==> src/rtl/mux_pipe_reg.sv <==
// N-input operand select mux feeding a STAGES-deep valid-tracked pipeline.
// Stall/flush come from the hazard unit; sel_err flags out-of-range selects.
module mux_pipe_reg #(
    parameter int WIDTH  = 8,
    parameter int N_IN   = 4,
    parameter int SEL_W  = 2,
    parameter int STAGES = 2,
    parameter int CNT_W  = 2
) (
    input  logic                    clk,
    input  logic                    rst_n,
    input  logic [N_IN*WIDTH-1:0]   in_data,
    input  logic [SEL_W-1:0]        sel,
    input  logic                    in_valid,
    input  logic                    stall,
    input  logic                    flush,
    input  logic                    err_clr,
    output logic [WIDTH-1:0]        out_data,
    output logic                    out_valid,
    output logic [CNT_W-1:0]        occupancy,
    output logic                    sel_err
);

    logic [STAGES-1:0] vld;
    logic [STAGES-1:0] vld_n;
    logic [WIDTH-1:0]  dat [STAGES];
    logic [WIDTH-1:0]  mux_data;
    logic              sel_ok;
    logic              accept;
    logic              v0;
    logic [WIDTH-1:0]  d0;

    function automatic logic [CNT_W-1:0] popcnt(
        input logic [STAGES-1:0] v
    );
        logic [CNT_W-1:0] c;
        c = '0;
        for (int i = 0; i < STAGES; i++) begin
            c = c + CNT_W'(v[i]);
        end
        return c;
    endfunction

    assign accept = !stall && !flush;
    assign sel_ok = (32'(sel) < 32'(N_IN));

    always_comb begin
        mux_data = '0;
        for (int i = 0; i < N_IN; i++) begin
            if (sel == SEL_W'(i)) begin
                mux_data = in_data[i*WIDTH +: WIDTH];
            end
        end
    end

    // Invalid slots always carry zero data so bubbles read back as 0.
    assign v0 = in_valid && sel_ok;
    assign d0 = v0 ? mux_data : '0;

    always_comb begin
        vld_n = vld;
        if (flush) begin
            vld_n = '0;
        end else if (!stall) begin
            vld_n[0] = v0;
            for (int k = 1; k < STAGES; k++) begin
                vld_n[k] = vld[k-1];
            end
        end
    end

    always_ff @(posedge clk or negedge rst_n) begin
        if (!rst_n) begin
            vld       <= '0;
            occupancy <= '0;
            for (int k = 0; k < STAGES; k++) begin
                dat[k] <= '0;
            end
        end else begin
            vld       <= vld_n;
            occupancy <= popcnt(vld_n);
            if (flush) begin
                for (int k = 0; k < STAGES; k++) begin
                    dat[k] <= '0;
                end
            end else if (!stall) begin
                dat[0] <= d0;
                for (int k = 1; k < STAGES; k++) begin
                    dat[k] <= dat[k-1];
                end
            end
        end
    end

    // Set beats clear when both happen on the same edge.
    always_ff @(posedge clk or negedge rst_n) begin
        if (!rst_n) begin
            sel_err <= 1'b0;
        end else if (accept && in_valid && !sel_ok) begin
            sel_err <= 1'b1;
        end else if (err_clr) begin
            sel_err <= 1'b0;
        end
    end

    assign out_data  = dat[STAGES-1];
    assign out_valid = vld[STAGES-1];

endmodule

==> config.mk <==
export PLATFORM = sky130hd
export DESIGN_NAME = mux_pipe_reg
export DESIGN_NICKNAME = d
export VERILOG_FILES = /design/src/rtl/mux_pipe_reg.sv
export SDC_FILE = /design/constraint.sdc
export NUM_CORES = 1
export LEC_CHECK = 0
export CAP_MARGIN = 20
export CORE_AREA = 2 2 55 57
export CTS_CLUSTER_SIZE = 12
export DETAILED_ROUTE_END_ITERATION = 10
export DIE_AREA = 0 0 57 59
export PLACE_DENSITY = 0.78
export SLEW_MARGIN = 30
export SYNTH_ARGS = -nofsm -noshare
export SYNTH_HDL_FRONTEND = slang
export SYNTH_SLANG_ARGS = --single-unit
export TNS_END_PERCENT = 10
==> constraint.sdc <==
create_clock -name clk -period 1.3 [get_ports clk]
set_clock_uncertainty 0.2 [all_clocks]
set_input_delay 0.26 -clock clk [delete_from_list [all_inputs] [get_ports clk]]
set_output_delay 0.26 -clock clk [all_outputs]
set_load 0.01 [all_outputs]
==> impl_results.html, run 1 <==
<table>
<tr><th>Metric</th><th>Value</th></tr>
<tr><th colspan="2">Yosys</th></tr>
<tr><td>Number of different library cells in the post-synthesis netlist</td><td>14</td></tr>
<tr><td>Synthesized netlist net count</td><td>134</td></tr>
<tr><td>Cell taking the most area after synthesis</td><td>sky130_fd_sc_hd__dfrtp_1</td></tr>
<tr><td>Netlist area before placement</td><td>0.001051 mm²</td></tr>
<tr><td>Syn Area/Cell</td><td>11.30 µm²</td></tr>
<tr><td>Number of instances in the synthesized netlist</td><td>93</td></tr>
<tr><td>Proportion of synthesized chip area in sequential cells</td><td>47.62%</td></tr>
<tr><td>FF+latch count, synth</td><td>20</td></tr>
<tr><td>Post-synth top area share</td><td>47.62%</td></tr>
<tr><td>Count of yosys warnings during synthesis</td><td>0</td></tr>
<tr><td>Ranking of synthesized cells by area</td><td>sky130_fd_sc_hd__dfrtp_1, sky130_fd_sc_hd__mux2i_1, sky130_fd_sc_hd__buf_4, sky130_fd_sc_hd__a21o_1, sky130_fd_sc_hd__o22ai_1</td></tr>
<tr><th colspan="2">Finish</th></tr>
<tr><td>Finished Cell Area</td><td>0.001690 mm²</td></tr>
<tr><td>Synth-to-Final Area Change</td><td>60.83%</td></tr>
<tr><td>Number of antenna cells inserted</td><td>0</td></tr>
<tr><td>Core occupancy in the finished layout</td><td>62.37%</td></tr>
<tr><td>Proportion of layout cells with a drive suffix above 1</td><td>30.56%</td></tr>
<tr><td>Final #Nets</td><td>187</td></tr>
<tr><td>Finished Layout Cells</td><td>175</td></tr>
<tr><th colspan="2">Placement</th></tr>
<tr><td>Placed Cells</td><td>167</td></tr>
<tr><td>Placed Area</td><td>0.001592 mm²</td></tr>
<tr><td>GP Congestion</td><td>0.7324</td></tr>
<tr><td>Pre-CTS setup slack</td><td>-544.2 ps</td></tr>
<tr><td>Port bufs</td><td>49</td></tr>
<tr><td>HPWL Detailed</td><td>2091 µm</td></tr>
<tr><th colspan="2">Floorplanning</th></tr>
<tr><td>FP Rows</td><td>19</td></tr>
<tr><td>Number of top-level design ports</td><td>52</td></tr>
<tr><td>Horiz. Die Dim</td><td>57 µm</td></tr>
<tr><td>Floorplan die height</td><td>59 µm</td></tr>
<tr><td>Effective utilization at floorplan</td><td>38.78%</td></tr>
<tr><td>Area inside the core boundary</td><td>0.002710 mm²</td></tr>
<tr><td>DIE AREA</td><td>0.003363 mm²</td></tr>
<tr><th colspan="2">Power and ir drop</th></tr>
<tr><td>Logic pwr share</td><td>25.5%</td></tr>
<tr><td>Power spent charging and discharging nets</td><td>0.2998 mW</td></tr>
<tr><td>Switching Share</td><td>23.88%</td></tr>
<tr><td>Final Power</td><td>1.256 mW</td></tr>
<tr><td>Peak ir drop on the vdd network</td><td>0.0006904 V</td></tr>
<tr><td>Design internal power</td><td>0.9559 mW</td></tr>
<tr><td>Part of the power in the clock network</td><td>22.2%</td></tr>
<tr><td>Pleak</td><td>0.8957 nW</td></tr>
<tr><td>Cell area power density</td><td>742.8 mW/mm²</td></tr>
<tr><td>Part of the total power dissipated in sequential elements</td><td>52.4%</td></tr>
<tr><th colspan="2">GRT</th></tr>
<tr><td>Number of antenna violations at the first check in global routing</td><td>0</td></tr>
<tr><td>Pin count of the biggest net entering global routing</td><td>21</td></tr>
<tr><td>Global-route wire length before repair</td><td>4457 µm</td></tr>
<tr><td>Global route overflow</td><td>0</td></tr>
<tr><td>Vias in the first global route</td><td>984</td></tr>
<tr><td>Total GRT Usage</td><td>17.40%</td></tr>
<tr><th colspan="2">Job</th></tr>
<tr><td>Max-cap viol count</td><td>0</td></tr>
<tr><th colspan="2">Clocking</th></tr>
<tr><td>Root cell of the clock tree</td><td>sky130_fd_sc_hd__clkbuf_4</td></tr>
<tr><td>Post-cts hold buffer count</td><td>0</td></tr>
<tr><td>H-tree lvl count</td><td>1</td></tr>
<tr><td>Clock insertion delay at the later pin of the skew report</td><td>290 ps</td></tr>
<tr><td>Clock tree from TritonCTS</td><td>built</td></tr>
<tr><td>Maximum number of buffers from clock root to sink</td><td>2</td></tr>
<tr><td>Sinks on Clock Net</td><td>20</td></tr>
<tr><td>Total clock buffers created by CTS</td><td>3</td></tr>
<tr><td>Post-CTS clock slew at the launch and capture registers of the worst setup and hold paths</td><td>100 ps</td></tr>
<tr><th colspan="2">Timing</th></tr>
<tr><td>Count of final max-slew check failures</td><td>0</td></tr>
<tr><td>Final period demand of the worst path</td><td>1305 ps</td></tr>
<tr><td>Final hold violation count</td><td>0</td></tr>
<tr><td>F_max</td><td>766.4 MHz</td></tr>
<tr><td>Number of endpoints failing setup at the final stage</td><td>1</td></tr>
<tr><td>Setup repair after global routing missed its margin</td><td>true</td></tr>
<tr><td>Final worst path period share</td><td>100.4%</td></tr>
<tr><td>Setup WS post-layout</td><td>-4.769 ps</td></tr>
<tr><th colspan="2">Outcome</th></tr>
<tr><td>Outcome</td><td>finished, violations left</td></tr>
<tr><td>Violations in the final reports</td><td>setup timing</td></tr>
<tr><th colspan="2">Detailed routing</th></tr>
<tr><td>Detail Route Antenna Nets</td><td>0</td></tr>
<tr><td>Detailed-router iteration count before antenna repair</td><td>4</td></tr>
<tr><td>Wire length per cell after detailed routing</td><td>15.52 µm</td></tr>
<tr><td>Post-route DRC violation count</td><td>0</td></tr>
<tr><td>Ratio of routed vias to standard cells</td><td>4.983</td></tr>
<tr><td>Total wirelength of the detailed-routed design</td><td>2716 µm</td></tr>
<tr><td>Total number of vias</td><td>872</td></tr>
<tr><td>First DRT Iteration DRCs</td><td>13</td></tr>
<tr><th colspan="2">Critical path</th></tr>
<tr><td>Critical-path maximum fanout</td><td>8</td></tr>
<tr><td>Req. time, crit path</td><td>1340 ps</td></tr>
<tr><td>Critical R2R Launch</td><td>vld[1]</td></tr>
<tr><td>Worst Setup Path Type</td><td>input port to flop</td></tr>
<tr><td>Arrival @ worst endpoint</td><td>1340 ps</td></tr>
<tr><td>Startpoint Class</td><td>input port</td></tr>
<tr><td>Slack of the worst reg-to-reg path</td><td>10 ps</td></tr>
<tr><td>Worst Setup End Kind</td><td>flop</td></tr>
<tr><td>Worst r2r dst</td><td>occupancy[0]</td></tr>
<tr><td>Reg2Reg Depth</td><td>4</td></tr>
<tr><th colspan="2">Hold path</th></tr>
<tr><td>Hold Crit Class</td><td>input port to async pin</td></tr>
</table>
==> critical path: stages <==
cell and delay [ps]:
sky130_fd_sc_hd__clkdlybuf4s15_1 180, sky130_fd_sc_hd__or4b_4 630, sky130_fd_sc_hd__o22ai_2 160, sky130_fd_sc_hd__a21o_1 100
==> through the flow <==
stage	setup TNS [ps]	hold WS [ps]
6_report	-4.769	114.5
5_1_grt	-338.5	113.3
4_1_cts	-93.54	113.8
3_5_place_dp	-8361	271.8
3_3_place_gp	-8118	265.8
2_1_floorplan	-525.0	-235.6
==> worst max-delay path by stage <==
stage / startpoint / endpoint / slack (ps) / depth (start not counted)
after floorplan: flush / dat[10] / -70 / 4
after global placement: in_valid / dat[15] / -530 / 4
after detailed placement: flush / dat[15] / -540 / 4
after CTS: out_data[5] / out_data[5] / -80 / 1
after global routing: out_data[4] / out_data[4] / -40 / 1
final: stall / dat[8] / -5 / 4
==> cells by family after synthesis <==
logic type               Yosys count  synth area share [%]
other                              1                0.3568
AO/OA/AOI/OAI                     16                 10.48
AND/OR/NAND/NOR                   13                 6.191
adder cells (fa/ha/maj)            1                 1.190
buffers and inverters             16                 9.404
flip-flops                        20                 47.62
multiplexers                      26                 24.76
==> flip-flops by register name, summed over array words and instances, names as in the netlist <==
register / count
dat: 8
out_data: 8
vld: 2
occupancy: 2
==> final cells by class <==
| cell class | count | area [µm²] |
|---|---|---|
| clock buffers | 3 | 22.52 |
| fillers | 240 | 1020 |
| multi-input cells | 57 | 523.0 |
| flip-flops and latches | 20 | 500.5 |
| well taps | 31 | 38.79 |
| repair buffers | 64 | 605.6 |
==> synth_stat cells <==
cell,instances
sky130_fd_sc_hd__clkbuf_1,2
sky130_fd_sc_hd__nor2b_1,1
sky130_fd_sc_hd__nor2_1,10
sky130_fd_sc_hd__conb_1,1
sky130_fd_sc_hd__ha_1,1
sky130_fd_sc_hd__dfrtp_1,20
sky130_fd_sc_hd__buf_4,9
sky130_fd_sc_hd__buf_1,1
sky130_fd_sc_hd__o22ai_1,8
sky130_fd_sc_hd__nand4bb_1,1
sky130_fd_sc_hd__buf_2,4
sky130_fd_sc_hd__mux2i_1,26
sky130_fd_sc_hd__or4b_1,1
sky130_fd_sc_hd__a21o_1,8
==> power groups by stage <==
stage          clock, mW  sequential, mW  combinational (mW)
5_1_grt            0.319           0.660               0.342
6_report           0.278           0.658               0.320
3_5_place_dp           0           0.671               0.293
4_1_cts            0.293           0.658               0.318
2_1_floorplan          0           0.668               0.119
3_3_place_gp           0           0.668               0.288
==> layout by cell type, fill, tap and decap left out, drive strengths merged, types with 3 or more instances in the layout <==
master,instances
clkdlybuf4s50,33
a21o,8
clkbuf,4
mux2i,26
dfrtp,20
o22ai,8
buf,25
clkdlybuf4s15,3
nor2,10
==> routing by layer <==
layer  vias up  routed length (µm)  GRT usage [%]
li1        421                   -              -
met1       425                1058          19.07
met2        24                1524          34.65
met3         2                 126          4.585
met4         0                   7          1.661
met5         -                   0              0
==> repair_timing <==
action / CTS / global route
endpoints found under the hold margin: 0 / 0
pin swaps: 3 / 0
cloned: 1 / 0
setup buffers: 3 / 1
resized for setup: 65 / 4
setup endpoints to repair: 28 / 16
Power figures use the tool's default switching activity.
==> run 2, diff against run 1 <==
--- a/config.mk
+++ b/config.mk
@@ -5,11 +5,12 @@
 export SDC_FILE = /design/constraint.sdc
 export NUM_CORES = 1
 export LEC_CHECK = 0
-export CAP_MARGIN = 20
-export CORE_AREA = 2 2 55 57
+export ABC_AREA = 1
+export CAP_MARGIN = 25
+export CORE_AREA = 2 2 56 58
 export CTS_CLUSTER_SIZE = 12
 export DETAILED_ROUTE_END_ITERATION = 10
-export DIE_AREA = 0 0 57 59
+export DIE_AREA = 0 0 58 60
 export PLACE_DENSITY = 0.78
 export SLEW_MARGIN = 30
 export SYNTH_ARGS = -nofsm -noshare
==> impl_results.html, run 2 <==
<table>
<tr><th>Metric</th><th>Value</th></tr>
<tr><th colspan="2">Floorplanning</th></tr>
<tr><td>Floorplan die height</td><td>60 µm (was 59 µm)</td></tr>
<tr><td>Effective utilization at floorplan</td><td>38.45% (was 38.78%)</td></tr>
<tr><td>Number of top-level design ports</td><td>52 (unchanged)</td></tr>
<tr><td>Area inside the core boundary</td><td>0.002903 mm² (was 0.002710 mm²)</td></tr>
<tr><td>FP Rows</td><td>20 (was 19)</td></tr>
<tr><td>Horiz. Die Dim</td><td>58 µm (was 57 µm)</td></tr>
<tr><td>DIE AREA</td><td>0.003480 mm² (was 0.003363 mm²)</td></tr>
<tr><th colspan="2">Detailed routing</th></tr>
<tr><td>Total number of vias</td><td>1105 (was 872)</td></tr>
<tr><td>First DRT Iteration DRCs</td><td>23 (was 13)</td></tr>
<tr><td>Post-route DRC violation count</td><td>0 (unchanged)</td></tr>
<tr><td>Detailed-router iteration count before antenna repair</td><td>4 (unchanged)</td></tr>
<tr><td>Ratio of routed vias to standard cells</td><td>4.529 (was 4.983)</td></tr>
<tr><td>Total wirelength of the detailed-routed design</td><td>2627 µm (was 2716 µm)</td></tr>
<tr><td>Wire length per cell after detailed routing</td><td>10.77 µm (was 15.52 µm)</td></tr>
<tr><td>Detail Route Antenna Nets</td><td>0 (unchanged)</td></tr>
<tr><th colspan="2">Yosys</th></tr>
<tr><td>Netlist area before placement</td><td>0.001116 mm² (was 0.001051 mm²)</td></tr>
<tr><td>Number of different library cells in the post-synthesis netlist</td><td>18 (was 14)</td></tr>
<tr><td>Syn Area/Cell</td><td>7.592 µm² (was 11.30 µm²)</td></tr>
<tr><td>Number of instances in the synthesized netlist</td><td>147 (was 93)</td></tr>
<tr><td>Most frequent cell after synthesis</td><td>sky130_fd_sc_hd__nand2_1 (was sky130_fd_sc_hd__mux2i_1)</td></tr>
<tr><td>FF+latch count, synth</td><td>20 (unchanged)</td></tr>
<tr><td>Commonest register cell after synthesis</td><td>sky130_fd_sc_hd__dfrtp_1 (unchanged)</td></tr>
<tr><td>Post-synth top area share</td><td>44.84% (was 47.62%)</td></tr>
<tr><td>Count of yosys warnings during synthesis</td><td>0 (unchanged)</td></tr>
<tr><td>Top post-synthesis cells by count</td><td>sky130_fd_sc_hd__nand2_1, sky130_fd_sc_hd__dfrtp_1, sky130_fd_sc_hd__nor2_1 (was sky130_fd_sc_hd__mux2i_1, sky130_fd_sc_hd__dfrtp_1, sky130_fd_sc_hd__nor2_1)</td></tr>
<tr><td>Cell taking the most area after synthesis</td><td>sky130_fd_sc_hd__dfrtp_1 (unchanged)</td></tr>
<tr><td>Ranking of synthesized cells by area</td><td>sky130_fd_sc_hd__dfrtp_1, sky130_fd_sc_hd__nand2_1, sky130_fd_sc_hd__buf_4, sky130_fd_sc_hd__nor2_1, sky130_fd_sc_hd__a22o_1 (was sky130_fd_sc_hd__dfrtp_1, sky130_fd_sc_hd__mux2i_1, sky130_fd_sc_hd__buf_4, sky130_fd_sc_hd__a21o_1, sky130_fd_sc_hd__o22ai_1)</td></tr>
<tr><td>Number of enable-type register cells in the synthesized netlist</td><td>0 (unchanged)</td></tr>
<tr><td>Synthesized netlist net count</td><td>188 (was 134)</td></tr>
<tr><td>Proportion of synthesized chip area in sequential cells</td><td>44.84% (was 47.62%)</td></tr>
<tr><td>Async S/R FF share, synth</td><td>100.0% (unchanged)</td></tr>
<tr><th colspan="2">GRT</th></tr>
<tr><td>Global route overflow</td><td>0 (unchanged)</td></tr>
<tr><td>Total GRT Usage</td><td>15.87% (was 17.40%)</td></tr>
<tr><td>Vias in the first global route</td><td>1054 (was 984)</td></tr>
<tr><td>Global-route wire length before repair</td><td>4202 µm (was 4457 µm)</td></tr>
<tr><td>Pin count of the biggest net entering global routing</td><td>21 (unchanged)</td></tr>
<tr><td>Number of antenna violations at the first check in global routing</td><td>0 (unchanged)</td></tr>
<tr><th colspan="2">Finish</th></tr>
<tr><td>Multi-input logic area</td><td>491.7 µm² (was 523.0 µm²)</td></tr>
<tr><td>Core occupancy in the finished layout</td><td>60.56% (was 62.37%)</td></tr>
<tr><td>Fillers</td><td>269 (was 240)</td></tr>
<tr><td>Number of antenna cells inserted</td><td>0 (unchanged)</td></tr>
<tr><td>Storage cell area</td><td>500.5 µm² (unchanged)</td></tr>
<tr><td>Finished Layout Cells</td><td>244 (was 175)</td></tr>
<tr><td>Commonest non-fill, non-tap cell in the layout</td><td>sky130_fd_sc_hd__nand2_1 (was sky130_fd_sc_hd__clkdlybuf4s50_1)</td></tr>
<tr><td>Final #Nets</td><td>253 (was 187)</td></tr>
<tr><td>Most used cells in the layout excluding fill and tap cells</td><td>sky130_fd_sc_hd__nand2_1, sky130_fd_sc_hd__clkdlybuf4s50_1, sky130_fd_sc_hd__dfrtp_1, sky130_fd_sc_hd__buf_4, sky130_fd_sc_hd__nor2_1 (was sky130_fd_sc_hd__clkdlybuf4s50_1, sky130_fd_sc_hd__mux2i_1, sky130_fd_sc_hd__dfrtp_1)</td></tr>
<tr><td>Synth-to-Final Area Change</td><td>57.51% (was 60.83%)</td></tr>
<tr><td>Proportion of layout cells with a drive suffix above 1</td><td>24.17% (was 30.56%)</td></tr>
<tr><td>Finished Cell Area</td><td>0.001758 mm² (was 0.001690 mm²)</td></tr>
<tr><th colspan="2">Clocking</th></tr>
<tr><td>Sinks on Clock Net</td><td>20 (unchanged)</td></tr>
<tr><td>Post-CTS clock slew at the launch and capture registers of the worst setup and hold paths</td><td>110 ps (was 100 ps)</td></tr>
<tr><td>Maximum number of buffers from clock root to sink</td><td>2 (unchanged)</td></tr>
<tr><td>Total clock buffers created by CTS</td><td>3 (unchanged)</td></tr>
<tr><td>Clock insertion delay at the later pin of the skew report</td><td>300 ps (was 290 ps)</td></tr>
<tr><td>Post-cts hold buffer count</td><td>0 (unchanged)</td></tr>
<tr><td>Root cell of the clock tree</td><td>sky130_fd_sc_hd__clkbuf_4 (unchanged)</td></tr>
<tr><td>H-tree lvl count</td><td>1 (unchanged)</td></tr>
<tr><td>Clock tree from TritonCTS</td><td>built (unchanged)</td></tr>
<tr><th colspan="2">Critical path</th></tr>
<tr><td>Largest incremental delay on the critical path</td><td>390 ps (was 630 ps)</td></tr>
<tr><td>Number of buffer and inverter stages on the critical path</td><td>1 (unchanged)</td></tr>
<tr><td>Arrival @ worst endpoint</td><td>830 ps (was 1340 ps)</td></tr>
<tr><td>Crit-path cells</td><td>buf_2 (was clkdlybuf4s15_1, or4b_4, o22ai_2, a21o_1)</td></tr>
<tr><td>Worst Setup Path Type</td><td>flop to primary output (was input port to flop)</td></tr>
<tr><td>Critical-path maximum fanout</td><td>2 (was 8)</td></tr>
<tr><td>Req. time, crit path</td><td>840 ps (was 1340 ps)</td></tr>
<tr><td>Worst path slowest cell</td><td>sky130_fd_sc_hd__dfrtp_1 (was sky130_fd_sc_hd__or4b_4)</td></tr>
<tr><td>Gate family responsible for the most delay along the worst path</td><td>flip-flops (was simple AND/OR/NAND/NOR gates)</td></tr>
<tr><td>Startpoint Class</td><td>flop (was input port)</td></tr>
<tr><td>Worst Setup End Kind</td><td>primary output (was flop)</td></tr>
<tr><th colspan="2">Power and ir drop</th></tr>
<tr><td>Logic pwr share</td><td>24.0% (was 25.5%)</td></tr>
<tr><td>Final Power</td><td>1.322 mW (was 1.256 mW)</td></tr>
<tr><td>Part of the total power dissipated in sequential elements</td><td>49.4% (was 52.4%)</td></tr>
<tr><td>Design internal power</td><td>0.9973 mW (was 0.9559 mW)</td></tr>
<tr><td>Peak ir drop on the vdd network</td><td>0.0004768 V (was 0.0006904 V)</td></tr>
<tr><td>Pleak</td><td>0.9613 nW (was 0.8957 nW)</td></tr>
<tr><td>Switching Share</td><td>24.57% (was 23.88%)</td></tr>
<tr><td>Power spent charging and discharging nets</td><td>0.3249 mW (was 0.2998 mW)</td></tr>
<tr><td>Part of the power in the clock network</td><td>26.7% (was 22.2%)</td></tr>
<tr><td>Cell area power density</td><td>752.2 mW/mm² (was 742.8 mW/mm²)</td></tr>
<tr><th colspan="2">Timing</th></tr>
<tr><td>Setup repair after global routing missed its margin</td><td>true (unchanged)</td></tr>
<tr><td>Final hold violation count</td><td>0 (unchanged)</td></tr>
<tr><td>Setup TNS</td><td>0 ps (was -4.769 ps)</td></tr>
<tr><td>Number of endpoints failing setup at the final stage</td><td>0 (was 1)</td></tr>
<tr><td>F_max</td><td>774.7 MHz (was 766.4 MHz)</td></tr>
<tr><td>Final worst path period share</td><td>99.29% (was 100.4%)</td></tr>
<tr><td>Final period demand of the worst path</td><td>1291 ps (was 1305 ps)</td></tr>
<tr><td>Count of final max-slew check failures</td><td>0 (unchanged)</td></tr>
<tr><th colspan="2">Placement</th></tr>
<tr><td>Placed Cells</td><td>235 (was 167)</td></tr>
<tr><td>Placed Area</td><td>0.001712 mm² (was 0.001592 mm²)</td></tr>
<tr><td>GP Congestion</td><td>0.7414 (was 0.7324)</td></tr>
<tr><td>HPWL Detailed</td><td>2112 µm (was 2091 µm)</td></tr>
<tr><td>Port bufs</td><td>49 (unchanged)</td></tr>
<tr><th colspan="2">Outcome</th></tr>
<tr><td>Outcome</td><td>finished clean (was finished, violations left)</td></tr>
<tr><th colspan="2">Job</th></tr>
<tr><td>Max-cap viol count</td><td>0 (unchanged)</td></tr>
<tr><th colspan="2">Hold path</th></tr>
<tr><td>Hold Crit Class</td><td>input port to async pin (unchanged)</td></tr>
</table>
## run 2: final timing paths
path	cells past startpoint	endpoint	start	slack [ps]
min in group clk	4	vld[0]	flush	250
max in group asynchronous	2	out_data[6]	rst_n	680
min reg2reg	2	dat[14]	dat[14]	290
max reg2reg	4	occupancy[0]	vld[1]	40
min	2	occupancy[1]	rst_n	80
max	1	out_data[4]	out_data[4]	9
## run 2: kinds of logic after synthesis
logic type | count (synthesis) | share of synthesized area [%]
fa+ha+maj | 1 | 1.121
other cells | 1 | 0.3360
simple gates | 80 | 30.04
compound gates | 18 | 10.09
flops | 20 | 44.84
buf+inv | 27 | 13.56
## run 2: what timing repair did
item,CTS,global route
buffers inserted,4,0
endpoints found under the setup margin,27,19
resized for setup,49,9
gates cloned,0,1
## run 2: power groups by stage
stage | Clock (mW) | Combinational [mW] | Sequential [mW]
2_1_floorplan | 0 | 0.124 | 0.666
3_3_place_gp | 0 | 0.304 | 0.665
3_5_place_dp | 0 | 0.315 | 0.666
4_1_cts | 0.365 | 0.310 | 0.653
5_1_grt | 0.394 | 0.350 | 0.656
6_report | 0.352 | 0.317 | 0.653
## run 2: final cells by class
class | count | share of cell area (%)
well taps | 33 | 2.349
repair buffers | 73 | 36.16
inverters | 14 | 2.989
clock buffers | 4 | 2.064
multi-input cells | 100 | 27.97
flip-flops and latches | 20 | 28.47
## run 2: through the flow
step,hold WS [ps],setup WS (ps)
final,83.25,9.173
after global routing,88.07,-45.04
after CTS,81.29,-80.71
after detailed placement,271.6,-541.5
after global placement,267.4,-413.3
after floorplan,-235.6,16.38
## run 2: worst register-to-register path, stage by stage, from the launching register on
cell and delay, ps:
sky130_fd_sc_hd__dfrtp_1 390, sky130_fd_sc_hd__buf_4 130, sky130_fd_sc_hd__nand2_1 60, sky130_fd_sc_hd__o21ai_1 80
sky130_fd_sc_hd__ha_1 290
## run 2: metal layers
| metal | vias to the layer above | wire length, µm | global-route usage (%) |
|---|---|---|---|
| li1 | 579 | - | - |
| met3 | 4 | 204 | 1.948 |
| met2 | 40 | 1368 | 29.55 |
| met1 | 482 | 1011 | 17.76 |
| met4 | 0 | 42 | 7.973 |
| met5 | - | 0 | 0 |
==> run 3, diff against run 2 <==
--- a/config.mk
+++ b/config.mk
@@ -12,6 +12,7 @@
 export DETAILED_ROUTE_END_ITERATION = 10
 export DIE_AREA = 0 0 58 60
 export PLACE_DENSITY = 0.78
+export SKIP_CTS_REPAIR_TIMING = 1
 export SLEW_MARGIN = 30
 export SYNTH_ARGS = -nofsm -noshare
 export SYNTH_HDL_FRONTEND = slang
==> impl_results.html, run 3 (synthesis gave the netlist of run 2 again) <==
<table>
<tr><th>Metric</th><th>Value</th></tr>
<tr><th colspan="2">Outcome</th></tr>
<tr><td>Outcome</td><td>finished, violations left (was finished clean)</td></tr>
<tr><td>Violations in the final reports</td><td>setup timing</td></tr>
<tr><th colspan="2">Critical path</th></tr>
<tr><td>Worst Setup End Kind</td><td>flop (was primary output)</td></tr>
<tr><td>Arrival @ worst endpoint</td><td>1340 ps (was 830 ps)</td></tr>
<tr><td>Worst Setup Path Type</td><td>input port to flop (was flop to primary output)</td></tr>
<tr><td>Critical-path maximum fanout</td><td>13 (was 2)</td></tr>
<tr><td>Crit-path cells</td><td>clkdlybuf4s50_1, buf_4, nand2_4, nor2_1, nor2_1, nand2_1, nand2_1 (was buf_2)</td></tr>
<tr><td>Largest incremental delay on the critical path</td><td>500 ps (was 390 ps)</td></tr>
<tr><td>Startpoint Class</td><td>input port (was flop)</td></tr>
<tr><td>Req. time, crit path</td><td>1300 ps (was 840 ps)</td></tr>
<tr><td>Worst path slowest cell</td><td>sky130_fd_sc_hd__clkdlybuf4s50_1 (was sky130_fd_sc_hd__dfrtp_1)</td></tr>
<tr><th colspan="2">Job</th></tr>
<tr><td>Max-cap viol count</td><td>0 (unchanged)</td></tr>
<tr><th colspan="2">Hold path</th></tr>
<tr><td>Hold Crit Class</td><td>input port to async pin (unchanged)</td></tr>
<tr><th colspan="2">Timing</th></tr>
<tr><td>Setup repair after global routing missed its margin</td><td>true (unchanged)</td></tr>
<tr><td>Final worst path period share</td><td>102.7% (was 99.29%)</td></tr>
<tr><td>Worst-case hold slack</td><td>80.94 ps (was 83.25 ps)</td></tr>
<tr><td>F_max</td><td>749.1 MHz (was 774.7 MHz)</td></tr>
<tr><td>Number of endpoints failing setup at the final stage</td><td>8 (was 0)</td></tr>
<tr><td>Count of final max-slew check failures</td><td>0 (unchanged)</td></tr>
<tr><td>Final hold violation count</td><td>0 (unchanged)</td></tr>
<tr><td>Setup WS post-layout</td><td>-35.02 ps (was 9.173 ps)</td></tr>
<tr><td>Final period demand of the worst path</td><td>1335 ps (was 1291 ps)</td></tr>
<tr><th colspan="2">GRT</th></tr>
<tr><td>Global-route wire length before repair</td><td>4105 µm (was 4202 µm)</td></tr>
<tr><td>Number of antenna violations at the first check in global routing</td><td>0 (unchanged)</td></tr>
<tr><td>Pin count of the biggest net entering global routing</td><td>21 (unchanged)</td></tr>
<tr><td>Total GRT Usage</td><td>15.50% (was 15.87%)</td></tr>
<tr><td>Vias in the first global route</td><td>1024 (was 1054)</td></tr>
<tr><td>Global route overflow</td><td>0 (unchanged)</td></tr>
<tr><th colspan="2">Floorplanning</th></tr>
<tr><td>Number of top-level design ports</td><td>52 (unchanged)</td></tr>
<tr><td>Floorplan die height</td><td>60 µm (unchanged)</td></tr>
<tr><td>DIE AREA</td><td>0.003480 mm² (unchanged)</td></tr>
<tr><td>Area inside the core boundary</td><td>0.002903 mm² (unchanged)</td></tr>
<tr><td>Horiz. Die Dim</td><td>58 µm (unchanged)</td></tr>
<tr><td>Effective utilization at floorplan</td><td>38.45% (unchanged)</td></tr>
<tr><td>FP Rows</td><td>20 (unchanged)</td></tr>
<tr><th colspan="2">Finish</th></tr>
<tr><td>Number of antenna cells inserted</td><td>0 (unchanged)</td></tr>
<tr><td>Commonest non-fill, non-tap cell in the layout</td><td>sky130_fd_sc_hd__nand2_1 (unchanged)</td></tr>
<tr><td>Fillers</td><td>277 (was 269)</td></tr>
<tr><td>Proportion of layout cells with a drive suffix above 1</td><td>20.87% (was 24.17%)</td></tr>
<tr><td>Most used cells in the layout excluding fill and tap cells</td><td>sky130_fd_sc_hd__nand2_1, sky130_fd_sc_hd__clkdlybuf4s50_1, sky130_fd_sc_hd__dfrtp_1, sky130_fd_sc_hd__nor2_1, sky130_fd_sc_hd__buf_4 (was sky130_fd_sc_hd__nand2_1, sky130_fd_sc_hd__clkdlybuf4s50_1, sky130_fd_sc_hd__dfrtp_1, sky130_fd_sc_hd__buf_4, sky130_fd_sc_hd__nor2_1)</td></tr>
<tr><td>Final #Nets</td><td>248 (was 253)</td></tr>
<tr><td>Core occupancy in the finished layout</td><td>59.09% (was 60.56%)</td></tr>
<tr><td>Synth-to-Final Area Change</td><td>53.70% (was 57.51%)</td></tr>
<tr><th colspan="2">Detailed routing</th></tr>
<tr><td>Total number of vias</td><td>1089 (was 1105)</td></tr>
<tr><td>Wire length per cell after detailed routing</td><td>10.75 µm (was 10.77 µm)</td></tr>
<tr><td>Detailed-router iteration count before antenna repair</td><td>4 (unchanged)</td></tr>
<tr><td>Post-route DRC violation count</td><td>0 (unchanged)</td></tr>
<tr><td>Ratio of routed vias to standard cells</td><td>4.556 (was 4.529)</td></tr>
<tr><td>Total wirelength of the detailed-routed design</td><td>2570 µm (was 2627 µm)</td></tr>
<tr><td>Detail Route Antenna Nets</td><td>0 (unchanged)</td></tr>
<tr><td>First DRT Iteration DRCs</td><td>22 (was 23)</td></tr>
<tr><th colspan="2">Clocking</th></tr>
<tr><td>Clock tree from TritonCTS</td><td>built (unchanged)</td></tr>
<tr><td>Sinks on Clock Net</td><td>20 (unchanged)</td></tr>
<tr><td>Maximum number of buffers from clock root to sink</td><td>2 (unchanged)</td></tr>
<tr><td>Post-CTS clock slew at the launch and capture registers of the worst setup and hold paths</td><td>110 ps (about the same)</td></tr>
<tr><td>Root cell of the clock tree</td><td>sky130_fd_sc_hd__clkbuf_4 (unchanged)</td></tr>
<tr><td>H-tree lvl count</td><td>1 (unchanged)</td></tr>
<tr><td>Total clock buffers created by CTS</td><td>3 (unchanged)</td></tr>
<tr><td>Clock insertion delay at the later pin of the skew report</td><td>300 ps (about the same)</td></tr>
<tr><th colspan="2">Placement</th></tr>
<tr><td>HPWL Detailed</td><td>2112 µm (unchanged)</td></tr>
<tr><td>Pre-CTS setup slack</td><td>-541.5 ps (unchanged)</td></tr>
<tr><td>GP Congestion</td><td>0.7414 (unchanged)</td></tr>
<tr><td>Port bufs</td><td>49 (unchanged)</td></tr>
<tr><th colspan="2">Power and ir drop</th></tr>
<tr><td>Cell area power density</td><td>767.3 mW/mm² (was 752.2 mW/mm²)</td></tr>
<tr><td>Pleak</td><td>0.9234 nW (was 0.9613 nW)</td></tr>
<tr><td>Peak ir drop on the vdd network</td><td>0.0004742 V (was 0.0004768 V)</td></tr>
</table>
==> run 3: cell count changes in the layout (fill, tap and decap cells not counted), moves of 2 or more <==
cell,change
sky130_fd_sc_hd__buf_2,-11
sky130_fd_sc_hd__clkbuf_2,+10
sky130_fd_sc_hd__buf_4,-3
sky130_fd_sc_hd__clkdlybuf4s50_1,+2
sky130_fd_sc_hd__dlygate4sd2_1,-2
==> run 3: layer usage <==
metal | share of wire, % | up-vias | global-route usage, %
li1 | - | 571 | -
met1 | 39 | 476 | 17.62
met2 | 51 | 38 | 28.41
met3 | 7.6 | 4 | 1.948
met4 | 1.8 | 0 | 7.973
met5 | 0 | - | 0
==> run 3: path summary, 6_finish.rpt <==
check                              from            to  slack (ps)  cells past startpoint
worst max-delay path             sel[1]        dat[8]         -40                      7
worst min-delay path              rst_n  occupancy[1]          80                      2
worst max register to register   vld[1]  occupancy[0]          40                      4
worst min register to register  dat[14]       dat[14]         290                      2
max in group asynchronous         rst_n   out_data[6]         680                      2
min in group clk                  flush        vld[0]         140                      4
==> run 3: metrics by stage <==
stage	power (mW)	cell area, µm²	instances	setup TNS, ps
floorplan	0.7905	1130	147	0
global placement	0.9686	1712	235	-6392
finish	1.316	1715	239	-205.1
detailed placement	0.9801	1712	235	-7606
global route	1.390	1715	239	-1023
CTS	1.334	1748	239	-5036
==> run 3: power breakdown <==
part	total, mW	internal, mW	switching (mW)
Sequential	0.653	0.644	0.00961
Clock	0.354	0.171	0.183
Combinational	0.309	0.178	0.131
Total	1.32	0.993	0.323
==> run 3: area by class of cell <==
type / count / area [µm²] / area share [%]
clock buffers: 4 / 36.28 / 2.115
inverters: 14 / 52.55 / 3.063
multi-input cells: 100 / 485.5 / 28.30
flip-flops and latches: 20 / 500.5 / 29.18
well taps: 33 / 41.29 / 2.407
repair buffers: 68 / 599.3 / 34.94
==> run 3: critical path, delay by kind of cell <==
kind / cells / cell delay (ps)
simple gates: 5 / 380
buf+inv: 2 / 690
